$ cat src/rtl/regfile_pkg.sv
// Shared constants for the register-file write-back path.
// Requester IDs also encode the round-robin "last granted" state.
package regfile_pkg;

  localparam int DATA_W = 32;
  localparam int ADDR_W = 5;
  localparam int NREGS  = 1 << ADDR_W;

  localparam logic REQ_A = 1'b0;
  localparam logic REQ_B = 1'b1;

endpackage

$ cat src/rtl/reg_scoreboard.sv
// Per-register pending-write bits.
// A set and a clear on the same edge leave the bit set. Register 0 never reads as busy.
module reg_scoreboard #(
  parameter int ADDR_W = 5
) (
  input  logic                     clk,
  input  logic                     reset,
  input  logic                     set_en,
  input  logic [ADDR_W-1:0]        set_addr,
  input  logic                     clr_en,
  input  logic [ADDR_W-1:0]        clr_addr,
  output logic [(1<<ADDR_W)-1:0]   busy
);

  localparam int NREGS = 1 << ADDR_W;

  logic [NREGS-1:0] busy_q;
  logic [NREGS-1:0] busy_d;

  // The clear is applied before the set, so a reservation always survives a write to the same register.
  always_comb begin
    busy_d = busy_q;
    if (clr_en) begin
      busy_d[clr_addr] = 1'b0;
    end
    if (set_en && (set_addr != '0)) begin
      busy_d[set_addr] = 1'b1;
    end
    busy_d[0] = 1'b0;
  end

  always_ff @(posedge clk) begin
    if (reset) begin
      busy_q <= '0;
    end else begin
      busy_q <= busy_d;
    end
  end

  assign busy = busy_q;

endmodule

$ cat src/rtl/regfile_wb_ctrl.sv
// Round-robin write-back arbiter between the ALU (A) and load (B) paths.
// It owns the register-file write port and the pending-write scoreboard.
module regfile_wb_ctrl
  import regfile_pkg::*;
#(
  parameter int DATA_W = regfile_pkg::DATA_W,
  parameter int ADDR_W = regfile_pkg::ADDR_W
) (
  input  logic                    clk,
  input  logic                    reset,
  input  logic                    a_valid,
  output logic                    a_ready,
  input  logic [ADDR_W-1:0]       a_rd,
  input  logic [DATA_W-1:0]       a_data,
  input  logic                    b_valid,
  output logic                    b_ready,
  input  logic [ADDR_W-1:0]       b_rd,
  input  logic [DATA_W-1:0]       b_data,
  input  logic                    rsv_valid,
  input  logic [ADDR_W-1:0]       rsv_rd,
  output logic                    rf_we,
  output logic [ADDR_W-1:0]       rf_rw,
  output logic [DATA_W-1:0]       rf_din,
  output logic [(1<<ADDR_W)-1:0]  busy
);

  logic              lastGrant_q, lastGrant_d;
  logic              rfWe_q, rfWe_d;
  logic [ADDR_W-1:0] rfRw_q, rfRw_d;
  logic [DATA_W-1:0] rfDin_q, rfDin_d;
  logic              grantA, grantB;

  // On a conflict, the requester that was not granted most recently wins.
  assign grantA = !reset && a_valid && (!b_valid || (lastGrant_q == REQ_B));
  assign grantB = !reset && b_valid && (!a_valid || (lastGrant_q == REQ_A));

  assign a_ready = grantA;
  assign b_ready = grantB;

  always_comb begin
    lastGrant_d = lastGrant_q;
    rfWe_d      = 1'b0;
    rfRw_d      = rfRw_q;
    rfDin_d     = rfDin_q;
    if (grantA) begin
      lastGrant_d = REQ_A;
      rfWe_d      = (a_rd != '0);
      rfRw_d      = a_rd;
      rfDin_d     = a_data;
    end else if (grantB) begin
      lastGrant_d = REQ_B;
      rfWe_d      = (b_rd != '0);
      rfRw_d      = b_rd;
      rfDin_d     = b_data;
    end
  end

  always_ff @(posedge clk) begin
    if (reset) begin
      lastGrant_q <= REQ_B;
      rfWe_q      <= 1'b0;
      rfRw_q      <= '0;
      rfDin_q     <= '0;
    end else begin
      lastGrant_q <= lastGrant_d;
      rfWe_q      <= rfWe_d;
      rfRw_q      <= rfRw_d;
      rfDin_q     <= rfDin_d;
    end
  end

  assign rf_we  = rfWe_q;
  assign rf_rw  = rfRw_q;
  assign rf_din = rfDin_q;

  reg_scoreboard #(
    .ADDR_W (ADDR_W)
  ) u_scoreboard (
    .clk      (clk),
    .reset    (reset),
    .set_en   (rsv_valid),
    .set_addr (rsv_rd),
    .clr_en   (rfWe_q),
    .clr_addr (rfRw_q),
    .busy     (busy)
  );

endmodule

$ cat config.mk
export PLATFORM = sky130hd
export DESIGN_NAME = regfile_wb_ctrl
export DESIGN_NICKNAME = d
export VERILOG_FILES = /design/src/rtl/regfile_pkg.sv /design/src/rtl/reg_scoreboard.sv /design/src/rtl/regfile_wb_ctrl.sv
export SDC_FILE = /design/constraint.sdc
export NUM_CORES = 1
export LEC_CHECK = 0
export ABC_CLOCK_PERIOD_IN_PS = 1600
export BUFFER_PORTS_ARGS = -buffer_cell sky130_fd_sc_hd__buf_4
export CORE_MARGIN = 1
export CORE_UTILIZATION = 46
export CTS_CLUSTER_SIZE = 10
export DETAILED_ROUTE_END_ITERATION = 8
export PLACE_DENSITY = 0.89
export SYNTH_ARGS = -nofsm -noshare
export SYNTH_HDL_FRONTEND = slang
export SYNTH_SLANG_ARGS = --single-unit
$ cat constraint.sdc
create_clock -name clk -period 1.6 [get_ports clk]
set_input_delay 0.08 -clock clk [delete_from_list [all_inputs] [get_ports clk]]
set_output_delay 0.08 -clock clk [all_outputs]
set_load 0.01 [all_outputs]
==> results.py <==
metrics = {
    "cts": {
        "clk_pin_slew_ps": 70,
        "cts_tree": "built",
        "cts_buffers": 9,
        "cts_sinks": 70,
        "cts_root_buffer": "clkbuf_8",
        "clk_latency_ps": 350,
        "cts_buffer_depth": 2,
        "cts_max_level": 3,
    },
    "worst_setup_path": {
        "critPathKind": "flop to flop",
        "critPathRequiredTime_ps": 1890,
        "cp-end-kind": "flop",
        "arrival_ps": 1930,
        "reg2reg_slack_ps": -50,
        "crit_path_start_kind": "flop",
        "crit_path_max_fanout": 25,
    },
    "timing": {
        "fin_crit_sh_pct": 102.9,
        "min_period_ps": 1646,
        "tightest_slew_ps": 552.9,
        "max_freq_ghz": 0.6076,
        "timing.slew.headroom_pct": 62.19,
        "hold_ws_ps": 45.85,
        "hold_viol": 0,
        "fin_ws_ps": -45.92,
        "setup-tns-final_ps": -55.81,
        "drv_slew": 0,
        "finClkSkew_ps": 6.161,
        "finalSetupViolations": 2,
    },
    "global_route": {
        "grt_max_degree": 27,
        "grt_usage_pct": 31.66,
        "grt_pass1_vias": 3661,
        "grt-ovfl-total": 0,
        "antenna_found_initial": 0,
        "grt_pass1_wl_mm": 17.64,
    },
    "drt": {
        "wl_mm": 11.43,
        "detail-route-antenna-nets": 0,
        "via_per_inst": 6.011,
        "dr.pass1.iters": 9,
        "vias": 3691,
        "first_iter_violations": 213,
        "route.detailed.drc": 8,
        "wl_per_cell_um": 18.61,
    },
    "placement": {
        "gp_congestion": 0.8331,
        "portBuffers": 154,
        "place_area_um2": 4393,
        "hpwl_mm": 7.054,
    },
    "outcome": {
        "violations": "DRC, setup timing",
        "status": "finished with violations",
    },
    "cells_and_area": {
        "stdcell_area_um2": 4992,
        "post-route-util_pct": 76.86,
        "insertedDiodeCount": 0,
        "synthToLayoutAreaGrowth_pct": 58.02,
        "finalNetCount": 617,
        "drive_gt1_share_pct": 35.94,
    },
    "synth": {
        "yosys-top-cells-area": "dfxtp_1, a221o_1, a2111oi_0",
        "synth_edf_count": 0,
        "synth_common_cells": "dfxtp_1, o21ai_0, a2111oi_0, a221o_1, inv_1",
        "syn_area_um2": 3159,
        "async_flop_share_pct": 0,
        "synth_largest_area_cell": "dfxtp_1",
        "postSynthAreaPerCell_um2": 9.238,
        "synth_flop_cell": "dfxtp_1",
        "yosysMostFrequentCell": "dfxtp_1",
        "syn_inst": 342,
        "ys_seq_area_share_pct": 44.36,
        "yosys_register_bits": 70,
        "yosys.area.top_type_share_pct": 44.36,
        "yosysWarningCount": 0,
        "synth.distinct_cells": 27,
        "synthesis.nets": 426,
    },
    "floorplanning": {
        "ioPinCount": 156,
        "start_util_pct": 48.64,
        "dieArea_um2": 7204,
        "die_h_um": 84.88,
        "core-area_um2": 6495,
        "die_w_um": 84.88,
        "row_count": 29,
    },
    "pwr": {
        "p_leak_uw": 0.002241,
        "powerDensity_nw_per_um2": 870.8,
        "vdd_drop_max_mv": 0.4866,
        "power_uw": 4347,
    },
    "worst_hold_path": {
        "min_path_type": "input pin to flop",
    },
    "job": {
        "maxCapViolations": 0,
    },
}
-- worst paths after layout --
check | startpoint | to | depth (start not counted)
max reg2reg | lastGrant_q | rf_din[27] | 4
max | lastGrant_q | rf_din[27] | 4
min reg2reg | rf_din[13] | rf_din[13] | 1
min | b_valid | lastGrant_q | 3
-- stage by stage --
stage,instances,setup WS (ps)
finish,614,-45.92
global route,614,-174.7
CTS,614,23.59
detailed placement,562,65.61
global placement,562,154.8
floorplan,342,260.4
-- layout by cell type (no fill, tap or decap), types with 8 or more instances in the layout --
cell / instances
buf_4: 170
dfxtp_1: 70
o21ai_0: 63
inv_1: 37
a221o_1: 37
dlygate4sd3_1: 37
a2111oi_0: 31
nor2b_1: 31
clkbuf_8: 10
nand3b_1: 8
-- power by group --
part	leakage, µW	internal, µW	switching, µW	total (µW)
registers	0.000575	1840	79.3	1920
logic	0.00156	446	365	812
clock network	0.000105	914	703	1620
-- flip-flops by register name (all words and copies together), names as in the netlist --
| signal | flops |
|---|---|
| rf_we | 1 |
| rf_din | 32 |
| lastGrant_q | 1 |
| u_scoreboard.busy | 31 |
| rf_rw | 5 |
-- worst max-delay path: stages (launching register included) --
cell       delay [ps]
dfxtp_1           340
nand2b_1          190
buf_4             230
a2111oi_1         620
a221o_1           210
-- cell families (layout without fill, tap and decap cells) --
family                 count (synthesis)  in the layout  synth area share (%)
buffers and inverters                 64            259                 9.069
other                                  1              1                0.1187
and+or+nand+nor                       69             69                 14.22
DFF                                   70             70                 44.36
AOI/OAI and AO/OA                    138            138                 32.24
-- what timing repair did --
| action | in CTS | in global routing |
|---|---|---|
| resized for setup | 0 | 6 |
| endpoints found under the setup margin | 0 | 6 |
| endpoints found under the hold margin | 37 | 0 |
| buffers inserted | 0 | 0 |
| hold buffers | 37 | 0 |
-- final cells by class --
| class | count | area [µm²] |
|---|---|---|
| timing repair buffer | 207 | 1647 |
| clock buffer | 10 | 137.6 |
| fill | 426 | 1503 |
| sequential | 70 | 1401 |
| multi-input combinational | 208 | 1488 |
| tap | 77 | 96.34 |
| inverter | 37 | 138.9 |
| clock inverter | 5 | 83.83 |
-- routing by layer --
layer	track usage [%]	vias up	share of wire (%)	routed length, µm
met5	0	-	0	0
met4	19.41	0	3.9	443
met3	7.490	39	8.5	968
met2	55.80	239	50	5701
met1	34.52	1734	38	4313
li1	-	1679	-	-
(Power assumes the default switching activity.)
